**config.mk**
```make
export PLATFORM = sky130hd
export DESIGN_NAME = cacheline_adaptor_flat
export DESIGN_NICKNAME = d
export VERILOG_FILES = /design/src/rtl/cacheline_adaptor_pkg.sv /design/src/rtl/cacheline_adaptor_if.sv /design/src/rtl/cacheline_adaptor.sv /design/src/flat_wrapper.sv
export SDC_FILE = /design/constraint.sdc
export NUM_CORES = 1
export LEC_CHECK = 0
export ABC_CLOCK_PERIOD_IN_PS = 7500
export CELL_PAD_IN_SITES_DETAIL_PLACEMENT = 1
export CELL_PAD_IN_SITES_GLOBAL_PLACEMENT = 2
export CORE_AREA = 10 10 267 269
export CTS_CLUSTER_SIZE = 20
export DETAILED_ROUTE_END_ITERATION = 7
export DIE_AREA = 0 0 277 279
export DONT_BUFFER_PORTS = 1
export MAX_ROUTING_LAYER = met4
export PLACE_DENSITY_LB_ADDON = 0.1
export SYNTH_ARGS = -nofsm -noshare
export SYNTH_HDL_FRONTEND = slang
export SYNTH_SLANG_ARGS = --single-unit
```
**constraint.sdc**
```tcl
create_clock -name clk -period 7.5 [get_ports clk]
set_input_delay 0.75 -clock clk [delete_from_list [all_inputs] [get_ports clk]]
set_output_delay 0.75 -clock clk [all_outputs]
set_load 0.05 [all_outputs]
```
**src/rtl/cacheline_adaptor_pkg.sv**
```systemverilog
// Shared types and defaults for the cache-line <-> burst-bus adaptor.
// Optional perf counters are enabled with CACHELINE_ADAPTOR_PERF_EN.
package cacheline_adaptor_pkg;

    localparam int BEATS_DEF  = 4;
    localparam int BEAT_W_DEF = 64;
    localparam int LINE_W_DEF = BEATS_DEF * BEAT_W_DEF;

    localparam logic [31:0] LINE_MASK = 32'(LINE_W_DEF / 8 - 1);

    typedef enum logic [1:0] {
        IDLE,
        READ,
        WRITE,
        DONE
    } state_e;

    function automatic logic [31:0] line_align(input logic [31:0] a);
        return a & ~LINE_MASK;
    endfunction

endpackage

```
**src/rtl/cacheline_adaptor_if.sv**
```systemverilog
// Cache pmem port plus 64-bit burst bus, as seen by the adaptor (slave)
// and by the cache/memory environment (master).
interface cacheline_adaptor_if
    import cacheline_adaptor_pkg::*;
#(
    parameter int BEAT_W = BEAT_W_DEF,
    parameter int LINE_W = LINE_W_DEF
);

    logic [31:0]       address_i;
    logic [LINE_W-1:0] line_i;
    logic [LINE_W-1:0] line_o;
    logic              read_i;
    logic              write_i;
    logic              resp_o;
    logic [31:0]       address_o;
    logic [BEAT_W-1:0] burst_i;
    logic [BEAT_W-1:0] burst_o;
    logic              read_o;
    logic              write_o;
    logic              resp_i;

    modport slave (
        input  address_i, line_i, read_i, write_i, burst_i, resp_i,
        output line_o, resp_o, address_o, burst_o, read_o, write_o
    );

    modport master (
        output address_i, line_i, read_i, write_i, burst_i, resp_i,
        input  line_o, resp_o, address_o, burst_o, read_o, write_o
    );

endinterface

```
**src/rtl/cacheline_adaptor.sv**
```systemverilog
// Serializes line write-backs into bursts and gathers read bursts into lines.
// Define CACHELINE_ADAPTOR_PERF_EN for rd_lines_o / wr_lines_o counters.
module cacheline_adaptor
    import cacheline_adaptor_pkg::*;
#(
    parameter int BEATS  = BEATS_DEF,
    parameter int BEAT_W = BEAT_W_DEF,
    parameter int LINE_W = LINE_W_DEF
) (
    input  logic clk,
    input  logic rst,
`ifdef CACHELINE_ADAPTOR_PERF_EN
    output logic [31:0] rd_lines_o,
    output logic [31:0] wr_lines_o,
`endif
    cacheline_adaptor_if.slave bus
);

    localparam int CNT_W = (BEATS > 1) ? $clog2(BEATS) : 1;
    localparam logic [CNT_W-1:0] LAST = CNT_W'(BEATS - 1);

    if (LINE_W != BEATS * BEAT_W) begin : g_bad_geom
        $error("LINE_W must equal BEATS*BEAT_W");
    end

    state_e            state_q, state_d;
    logic [CNT_W-1:0]  cnt_q, cnt_d;
    logic [LINE_W-1:0] wline_q, wline_d;
    logic [LINE_W-1:0] rline_q, rline_d;
    logic [31:0]       addr_q, addr_d;
    logic [BEAT_W-1:0] burst_q, burst_d;
    logic              rd_q, rd_d;
    logic              wr_q, wr_d;
    logic              resp_q, resp_d;

    always_comb begin
        state_d = state_q;
        cnt_d   = cnt_q;
        wline_d = wline_q;
        rline_d = rline_q;
        addr_d  = addr_q;
        burst_d = burst_q;
        rd_d    = 1'b0;
        wr_d    = 1'b0;
        resp_d  = 1'b0;
        unique case (state_q)
            IDLE: begin
                if (bus.write_i) begin
                    state_d = WRITE;
                    wline_d = bus.line_i;
                    addr_d  = line_align(bus.address_i);
                    burst_d = bus.line_i[0 +: BEAT_W];
                    wr_d    = 1'b1;
                end else if (bus.read_i) begin
                    state_d = READ;
                    addr_d  = line_align(bus.address_i);
                    rd_d    = 1'b1;
                end
            end
            READ: begin
                rd_d = 1'b1;
                if (bus.resp_i) begin
                    rline_d[cnt_q*BEAT_W +: BEAT_W] = bus.burst_i;
                    if (cnt_q == LAST) begin
                        state_d = DONE;
                        rd_d    = 1'b0;
                        resp_d  = 1'b1;
                    end else begin
                        cnt_d = cnt_q + CNT_W'(1);
                    end
                end
            end
            WRITE: begin
                wr_d = 1'b1;
                if (bus.resp_i) begin
                    if (cnt_q == LAST) begin
                        state_d = DONE;
                        wr_d    = 1'b0;
                        resp_d  = 1'b1;
                    end else begin
                        cnt_d   = cnt_q + CNT_W'(1);
                        burst_d = wline_q[cnt_d*BEAT_W +: BEAT_W];
                    end
                end
            end
            DONE: begin
                cnt_d   = '0;
                state_d = IDLE;
            end
        endcase
    end

    always_ff @(posedge clk or negedge rst) begin
        if (!rst) begin
            state_q <= IDLE;
            cnt_q   <= '0;
            wline_q <= '0;
            rline_q <= '0;
            addr_q  <= '0;
            burst_q <= '0;
            rd_q    <= 1'b0;
            wr_q    <= 1'b0;
            resp_q  <= 1'b0;
        end else begin
            state_q <= state_d;
            cnt_q   <= cnt_d;
            wline_q <= wline_d;
            rline_q <= rline_d;
            addr_q  <= addr_d;
            burst_q <= burst_d;
            rd_q    <= rd_d;
            wr_q    <= wr_d;
            resp_q  <= resp_d;
        end
    end

    assign bus.line_o    = rline_q;
    assign bus.resp_o    = resp_q;
    assign bus.address_o = addr_q;
    assign bus.burst_o   = burst_q;
    assign bus.read_o    = rd_q;
    assign bus.write_o   = wr_q;

`ifdef CACHELINE_ADAPTOR_PERF_EN
    logic [31:0] rd_cnt_q, wr_cnt_q;

    always_ff @(posedge clk or negedge rst) begin
        if (!rst) begin
            rd_cnt_q <= '0;
            wr_cnt_q <= '0;
        end else if (state_d == DONE) begin
            if (state_q == READ) rd_cnt_q <= rd_cnt_q + 32'd1;
            if (state_q == WRITE) wr_cnt_q <= wr_cnt_q + 32'd1;
        end
    end

    assign rd_lines_o = rd_cnt_q;
    assign wr_lines_o = wr_cnt_q;
`endif

`ifndef SYNTHESIS
    // Cache must never raise both requests; memory must not strobe when idle.
    a_req_excl: assert property (@(posedge clk) disable iff (!rst)
        !(bus.read_i && bus.write_i));
    a_resp_ctx: assert property (@(posedge clk) disable iff (!rst)
        bus.resp_i |-> (state_q == READ || state_q == WRITE));
`endif

endmodule

```
**src/flat_wrapper.sv**
```systemverilog
// flat-port wrapper written by rule: the top's interface ports become plain ports
module cacheline_adaptor_flat import cacheline_adaptor_pkg::*;
#(
    parameter int BEATS  = BEATS_DEF,
    parameter int BEAT_W = BEAT_W_DEF,
    parameter int LINE_W = LINE_W_DEF
)
  (clk, rst, bus_address_i, bus_line_i, bus_read_i, bus_write_i, bus_burst_i, bus_resp_i, bus_line_o, bus_resp_o, bus_address_o, bus_burst_o, bus_read_o, bus_write_o);
  cacheline_adaptor_if #(.BEAT_W(BEAT_W), .LINE_W(LINE_W)) bus_i ();
  input  logic clk;
  input  logic rst;
  input wire logic [$bits(bus_i.address_i)-1:0] bus_address_i;
  input wire logic [$bits(bus_i.line_i)-1:0] bus_line_i;
  input wire logic [$bits(bus_i.read_i)-1:0] bus_read_i;
  input wire logic [$bits(bus_i.write_i)-1:0] bus_write_i;
  input wire logic [$bits(bus_i.burst_i)-1:0] bus_burst_i;
  input wire logic [$bits(bus_i.resp_i)-1:0] bus_resp_i;
  output wire logic [$bits(bus_i.line_o)-1:0] bus_line_o;
  output wire logic [$bits(bus_i.resp_o)-1:0] bus_resp_o;
  output wire logic [$bits(bus_i.address_o)-1:0] bus_address_o;
  output wire logic [$bits(bus_i.burst_o)-1:0] bus_burst_o;
  output wire logic [$bits(bus_i.read_o)-1:0] bus_read_o;
  output wire logic [$bits(bus_i.write_o)-1:0] bus_write_o;
  assign bus_i.address_i = bus_address_i;
  assign bus_i.line_i = bus_line_i;
  assign bus_i.read_i = bus_read_i;
  assign bus_i.write_i = bus_write_i;
  assign bus_i.burst_i = bus_burst_i;
  assign bus_i.resp_i = bus_resp_i;
  assign bus_line_o = bus_i.line_o;
  assign bus_resp_o = bus_i.resp_o;
  assign bus_address_o = bus_i.address_o;
  assign bus_burst_o = bus_i.burst_o;
  assign bus_read_o = bus_i.read_o;
  assign bus_write_o = bus_i.write_o;
  cacheline_adaptor #(.BEATS(BEATS), .BEAT_W(BEAT_W), .LINE_W(LINE_W)) u_core (.clk(clk), .rst(rst), .bus(bus_i));
endmodule
```
==> results_dict.tcl, run 1 <==
set metrics [dict create \
    fin_crit_ns 3.83 \
    powerDensity_nw_per_um2 566 \
    synth_area_leaders "dfrtp_1, mux2_2, a22o_1" \
    dpl_worst_slack_ns 3.44 \
    dr.pass1.iters 5 \
    synth-xor-area-share_pct 0 \
    viasPerCell 5.61 \
    instances_no_fill 2443 \
    nets 1856 \
    synthFlopType "dfrtp_1" \
    yosysTopAreaCell "dfrtp_1" \
    crit_fanout 35 \
    die_h_um 279 \
    dr.first_iter.drc_count 772 \
    synth_top_family_by_area "multiplexers" \
    grt_pass1_vias 14800 \
    ys_ff_latch 610 \
    dpl.hpwl_um 54900 \
    area_growth_pct 13.2 \
    layout_commonest_cell "dfrtp_1" \
    via_count 13700 \
    grt_pass1_wl_um 116000 \
    synthArstFlopShare_pct 100 \
    fin_ws_ns 3.67 \
    yosysTopAreaCellShare_pct 62.2 \
    grt_overflow_total 0 \
    r2r_start "u_core.cnt_q[0]" \
    cts_max_path_buffers 3 \
    synth-adder-area-share_pct 0.560 \
    synth_edf_count 0 \
    synthMuxAreaShare_pct 24.9 \
    gp_congestion 0.785 \
    synthSimpleGateAreaFrac_pct 0.647 \
    port_buffers 0 \
    crit_arrival_ns 4.29 \
    synth_area_sq_um 24600 \
    root_buffer "clkbuf_16" \
    slew_headroom_pct -69.0 \
    row_count 94 \
    io_pins 712 \
    postCtsResizedCells 0 \
    crit_path_start_kind "register" \
    hold_ws_ns -0.153 \
    min_path_type "primary input to asynchronous set/reset pin" \
    cts_sinks 610 \
    maxSlewViolCount 259 \
    grt_util_all_layers_pct 20.8 \
    tns_ns 0 \
    critical_path_class "register to register" \
    clock_latency_ns 0.60 \
    cts_tree "done" \
    crit_path_start "u_core.cnt_q[0]" \
    avgSynthCellArea_sq_um 16.2 \
    skew_ns 0.0127 \
    die_w_um 277 \
    ant_nets 0 \
    syn_inst 1515 \
    start_util_pct 37.4 \
    yosysWarnings 0 \
    drt-total-wl_um 80500 \
    ir_drop_mv 0.254 \
    cts_buffers 70 \
    antenna_found_initial 41 \
    cts_max_level 3 \
    max_freq_mhz 261 \
    worst_slew_pin_slew_ns 2.53 \
    crit_required_ns 7.97 \
    coreArea_sq_um 65600 \
    power_leakage_nw 12.1 \
    seq_area_frac_synth_pct 62.2 \
    dieArea_sq_um 77300 \
    critPathCaptureType "register" \
    wl_per_cell_um 32.9 \
    n_fill_cell 6376 \
    cts.clk_slew.worst_paths_ns 0.06 \
    finalSetupViolCount 0 \
    drive_gt1_share_pct 39.8 \
    fin_crit_sh_pct 51.0 \
    mostFrequentLayoutCells "dfrtp_1, mux2_2, a22o_1" \
    post-route-drc-count 0 \
    grt_max_degree 611 \
    rsz0062_at_grt "no" \
    yosysUniqueCellTypes 30 \
    place_inst 2280 \
    outcome "finished with violations" \
    hold_violations 69 \
    violations "hold timing, slew limit" \
    cts_setup_buffers 0 \
    synth_compound_area_share_pct 9.39 \
    maxCapViolCount 0 \
]
-- area by class of cell --
| class | instances | area, sq um | share of cell area, % |
|---|---|---|---|
| inverter | 8 | 30.0 | 0.108 |
| tap | 864 | 1080 | 3.89 |
| clock buffer | 106 | 2120 | 7.62 |
| clock inverter | 17 | 251 | 0.904 |
| sequential | 610 | 15300 | 54.9 |
| multi-input combinational | 782 | 8830 | 31.7 |
| timing repair buffer | 16 | 133 | 0.477 |
| antenna | 40 | 100 | 0.360 |
-- registers in the layout (all words and copies together) (netlist names), 2 cells and up --
signal and cells:
u_core.bus.burst_o 64, u_core.bus.line_o 256, u_core.wline_q 256, u_core.bus.address_o 27, u_core.state_q 2, u_core.cnt_q 2
-- worst paths after layout --
| path | to | slack [ns] | cells past startpoint |
|---|---|---|---|
| worst max-delay path | u_core.bus.burst_o[38] | 3.67 | 6 |
| worst min-delay path | u_core.bus.line_o[14] | -0.15 | 0 |
| worst max register to register | u_core.bus.burst_o[38] | 3.67 | 6 |
| worst min register to register | u_core.wline_q[213] | 0.50 | 1 |
| max in group asynchronous | u_core.bus.line_o[156] | 5.65 | 0 |
| min in group clk | u_core.bus.line_o[160] | 0.28 | 1 |
-- per-stage QoR --
| stage | util (%) | total power, W | instance area (sq um) | hold slack (ns) |
|---|---|---|---|---|
| final | 42.4 | 0.0157 | 27800 | -0.153 |
| after global routing | 42.4 | 0.0166 | 27800 | -0.180 |
| after CTS | 42.2 | 0.0160 | 27700 | -0.177 |
| after detailed placement | 38.6 | 0.0124 | 25300 | 0.476 |
| after global placement | 38.6 | 0.0123 | 25300 | 0.474 |
| after floorplan | - | 0.0112 | 24600 | 0.454 |
-- cell families after synthesis --
logic type,after synthesis
buffers and inverters,127
DFF,610
other,1
adders and majority gates,11
and+or+nand+nor,24
muxes,477
AOI/OAI and AO/OA,265
-- routing by layer --
| metal | global-route usage [%] | part of all wire, % |
|---|---|---|
| met1 | 21.5 | 35 |
| met4 | 6.79 | 2.3 |
| met5 | - | 0 |
| met2 | 33.8 | 51 |
| met3 | 10.7 | 12 |
-- power by group --
part	leakage [nW]	switching (W)	internal (W)
Combinational	3.26	0.00144	0.00236
Clock	1.17	0.00140	0.00210
Sequential	7.69	0.00375	0.00469
Total	12.1	0.00659	0.00915
-- cell usage after synthesis (all sizes together) (2+ instances only) --
library cell,count
nand2b,4
a22o,258
nor2,5
nor4,2
dfrtp,610
buf,54
ha,11
mux2,412
a21oi,3
inv,8
clkbuf,65
nand3,4
mux4,64
nand2,4
-- critical path: stages (launching register included) --
cell and delay (ns):
dfrtp_4 0.94, inv_1 0.37, ha_4 0.74, buf_4 0.67
mux4_2 0.40, mux2_2 0.28, mux2_2 0.26
Note: power is estimated with default switching activity, not from simulation.
==> run 2: changes to the inputs <==
--- a/config.mk
+++ b/config.mk
@@ -5,7 +5,7 @@
 export SDC_FILE = /design/constraint.sdc
 export NUM_CORES = 1
 export LEC_CHECK = 0
-export ABC_CLOCK_PERIOD_IN_PS = 7500
+export ABC_CLOCK_PERIOD_IN_PS = 3600
 export CELL_PAD_IN_SITES_DETAIL_PLACEMENT = 1
 export CELL_PAD_IN_SITES_GLOBAL_PLACEMENT = 2
 export CORE_AREA = 10 10 267 269
==> constraint.sdc (replaced) <==
create_clock -name clk -period 3.6 [get_ports clk]
set_input_delay 0.36 -clock clk [delete_from_list [all_inputs] [get_ports clk]]
set_output_delay 0.36 -clock clk [all_outputs]
set_load 0.05 [all_outputs]
==> run 2 against run 1 <==
The run ends with hold timing left. Via count grew 11%. Final cell count is 14% higher. Worst setup slack got worse by 2.8 ns.
==> results_dict.tcl, run 2 (synthesis results as in run 1) <==
set metrics [dict create \
    crit_arrival_ns 3.16 \
    start_util_pct 37.4 \
    crit_fanout 28 \
    wl_per_cell_um 30.4 \
    max_freq_mhz 372 \
    outcome "finished with violations" \
    dr.first_iter.drc_count 931 \
    tns_ns 0 \
    root_buffer "clkbuf_16" \
    p_int_w 0.0195 \
    io_pins 712 \
    slew_headroom_pct 11.3 \
    p_clk_share_pct 21.9 \
    clock_latency_ns 0.60 \
    gp_congestion 0.774 \
    skew_ns 0.0281 \
    viasPerCell 5.46 \
    row_count 94 \
    grt_pass1_wl_um 125000 \
    ant_nets 0 \
    sequentialPowerShare_pct 52.2 \
    cts_setup_buffers 0 \
    nets 2217 \
    r2r_start "u_core.cnt_q[0]" \
    rsz0062_at_grt "no" \
    die_w_um 277 \
    layout_commonest_cell "dfrtp_1" \
    fin_crit_ns 2.69 \
    crit_required_ns 4.07 \
    p_sw_share_pct 41.9 \
    dr.pass1.iters 5 \
    place_inst 2290 \
    hold_ws_ns -0.544 \
    cts.clk_slew.worst_paths_ns 0.06 \
    grt_max_degree 611 \
    post-route-drc-count 0 \
    r2r_setup_slack_ns 0.91 \
    drt-total-wl_um 85000 \
    cts_sinks 610 \
    grt_overflow_total 0 \
    hold_violations 610 \
    drive_gt1_share_pct 32.8 \
    cts_buffers 71 \
    dpl.hpwl_um 56500 \
    combPwrFrac_pct 25.9 \
    finalSetupViolCount 0 \
    fin_crit_sh_pct 74.6 \
    worst_r2r_endpoint "u_core.bus.burst_o[33]" \
    power_leakage_nw 13.7 \
    cts_max_level 3 \
    postCtsResizedCells 0 \
    n_fill_cell 6358 \
    min_path_type "primary input to asynchronous set/reset pin" \
    grt_pass1_vias 17300 \
    maxSlewViolCount 0 \
    area_growth_pct 28.2 \
    switchingPower_w 0.0141 \
    cts-hold-fix-buffers 350 \
    critical_path_class "register to register" \
    maxCapViolCount 0 \
    mostFrequentLayoutCells "dfrtp_1, mux2_2, dlygate4sd3_1" \
    critPathCaptureType "register" \
    instances_no_fill 2792 \
    r2r_cells 6 \
    grt_util_all_layers_pct 22.0 \
    via_count 15300 \
    worst_slew_pin_slew_ns 1.33 \
    powerDensity_nw_per_um2 1070 \
    cts_tree "done" \
    dieArea_sq_um 77300 \
    die_h_um 279 \
    fin_ws_ns 0.914 \
    port_buffers 0 \
    dpl_worst_slack_ns 0.874 \
    crit_path_start_kind "register" \
    ir_drop_mv 0.481 \
    coreArea_sq_um 65600 \
    violations "hold timing" \
    antenna_found_initial 27 \
    cts_max_path_buffers 3 \
]
run 2: critical path, stage by stage (launching register included):
cell,delay (ns)
dfrtp_4,0.49
inv_1,0.29
ha_4,0.57
buf_12,0.31
mux4_2,0.33
mux2_2,0.28
mux2_2,0.28
run 2: power groups by stage:
stage               registers, W  clock network [W]  logic (W)
detailed placement        0.0177                  0    0.00841
floorplan                 0.0164                  0    0.00686
CTS                       0.0176            0.00755    0.00886
finish                    0.0175            0.00736    0.00872
global route              0.0179            0.00788    0.00946
global placement          0.0176                  0    0.00819
run 2: cell type report:
| type | count | area, sq um | area share [%] |
|---|---|---|---|
| sequential | 610 | 15300 | 48.5 |
| tap | 864 | 1080 | 3.43 |
| timing repair buffer | 376 | 3810 | 12.1 |
| antenna | 27 | 67.6 | 0.215 |
| multi-input combinational | 782 | 8830 | 28.0 |
| inverter | 8 | 30.0 | 0.0954 |
| clock buffer | 104 | 2090 | 6.65 |
| clock inverter | 21 | 299 | 0.950 |
run 2: layer usage:
layer,vias up,routed length [um],track usage (%)
met2,508,43200,36.7
met1,8197,32000,24.3
met3,116,7380,7.99
li1,6434,-,-
met5,-,0,-
met4,0,2320,7.01
run 2: per-stage QoR:
step / hold WS, ns / total power [W] / util, % / area (sq um)
2_1_floorplan: 0.0644 / 0.0233 / - / 24600
3_3_place_gp: 0.0842 / 0.0258 / 38.9 / 25500
3_5_place_dp: 0.0845 / 0.0261 / 38.9 / 25500
4_1_cts: -0.568 / 0.0340 / 47.9 / 31400
5_1_grt: -0.580 / 0.0352 / 48.0 / 31500
6_report: -0.544 / 0.0336 / 48.0 / 31500
run 2: worst max path at each step:
| stage | slack, ns | endpoint | startpoint |
|---|---|---|---|
| final | 0.91 | u_core.bus.burst_o[33] | u_core.cnt_q[0] |
| after global routing | 0.75 | u_core.bus.line_o[178] | u_core.cnt_q[0] |
| after CTS | 0.86 | u_core.bus.burst_o[22] | u_core.state_q[0] |
| after detailed placement | 0.87 | u_core.bus.burst_o[37] | u_core.cnt_q[0] |
| after global placement | 0.88 | u_core.bus.burst_o[22] | u_core.cnt_q[0] |
| after floorplan | 1.01 | u_core.bus.burst_o[46] | u_core.cnt_q[0] |
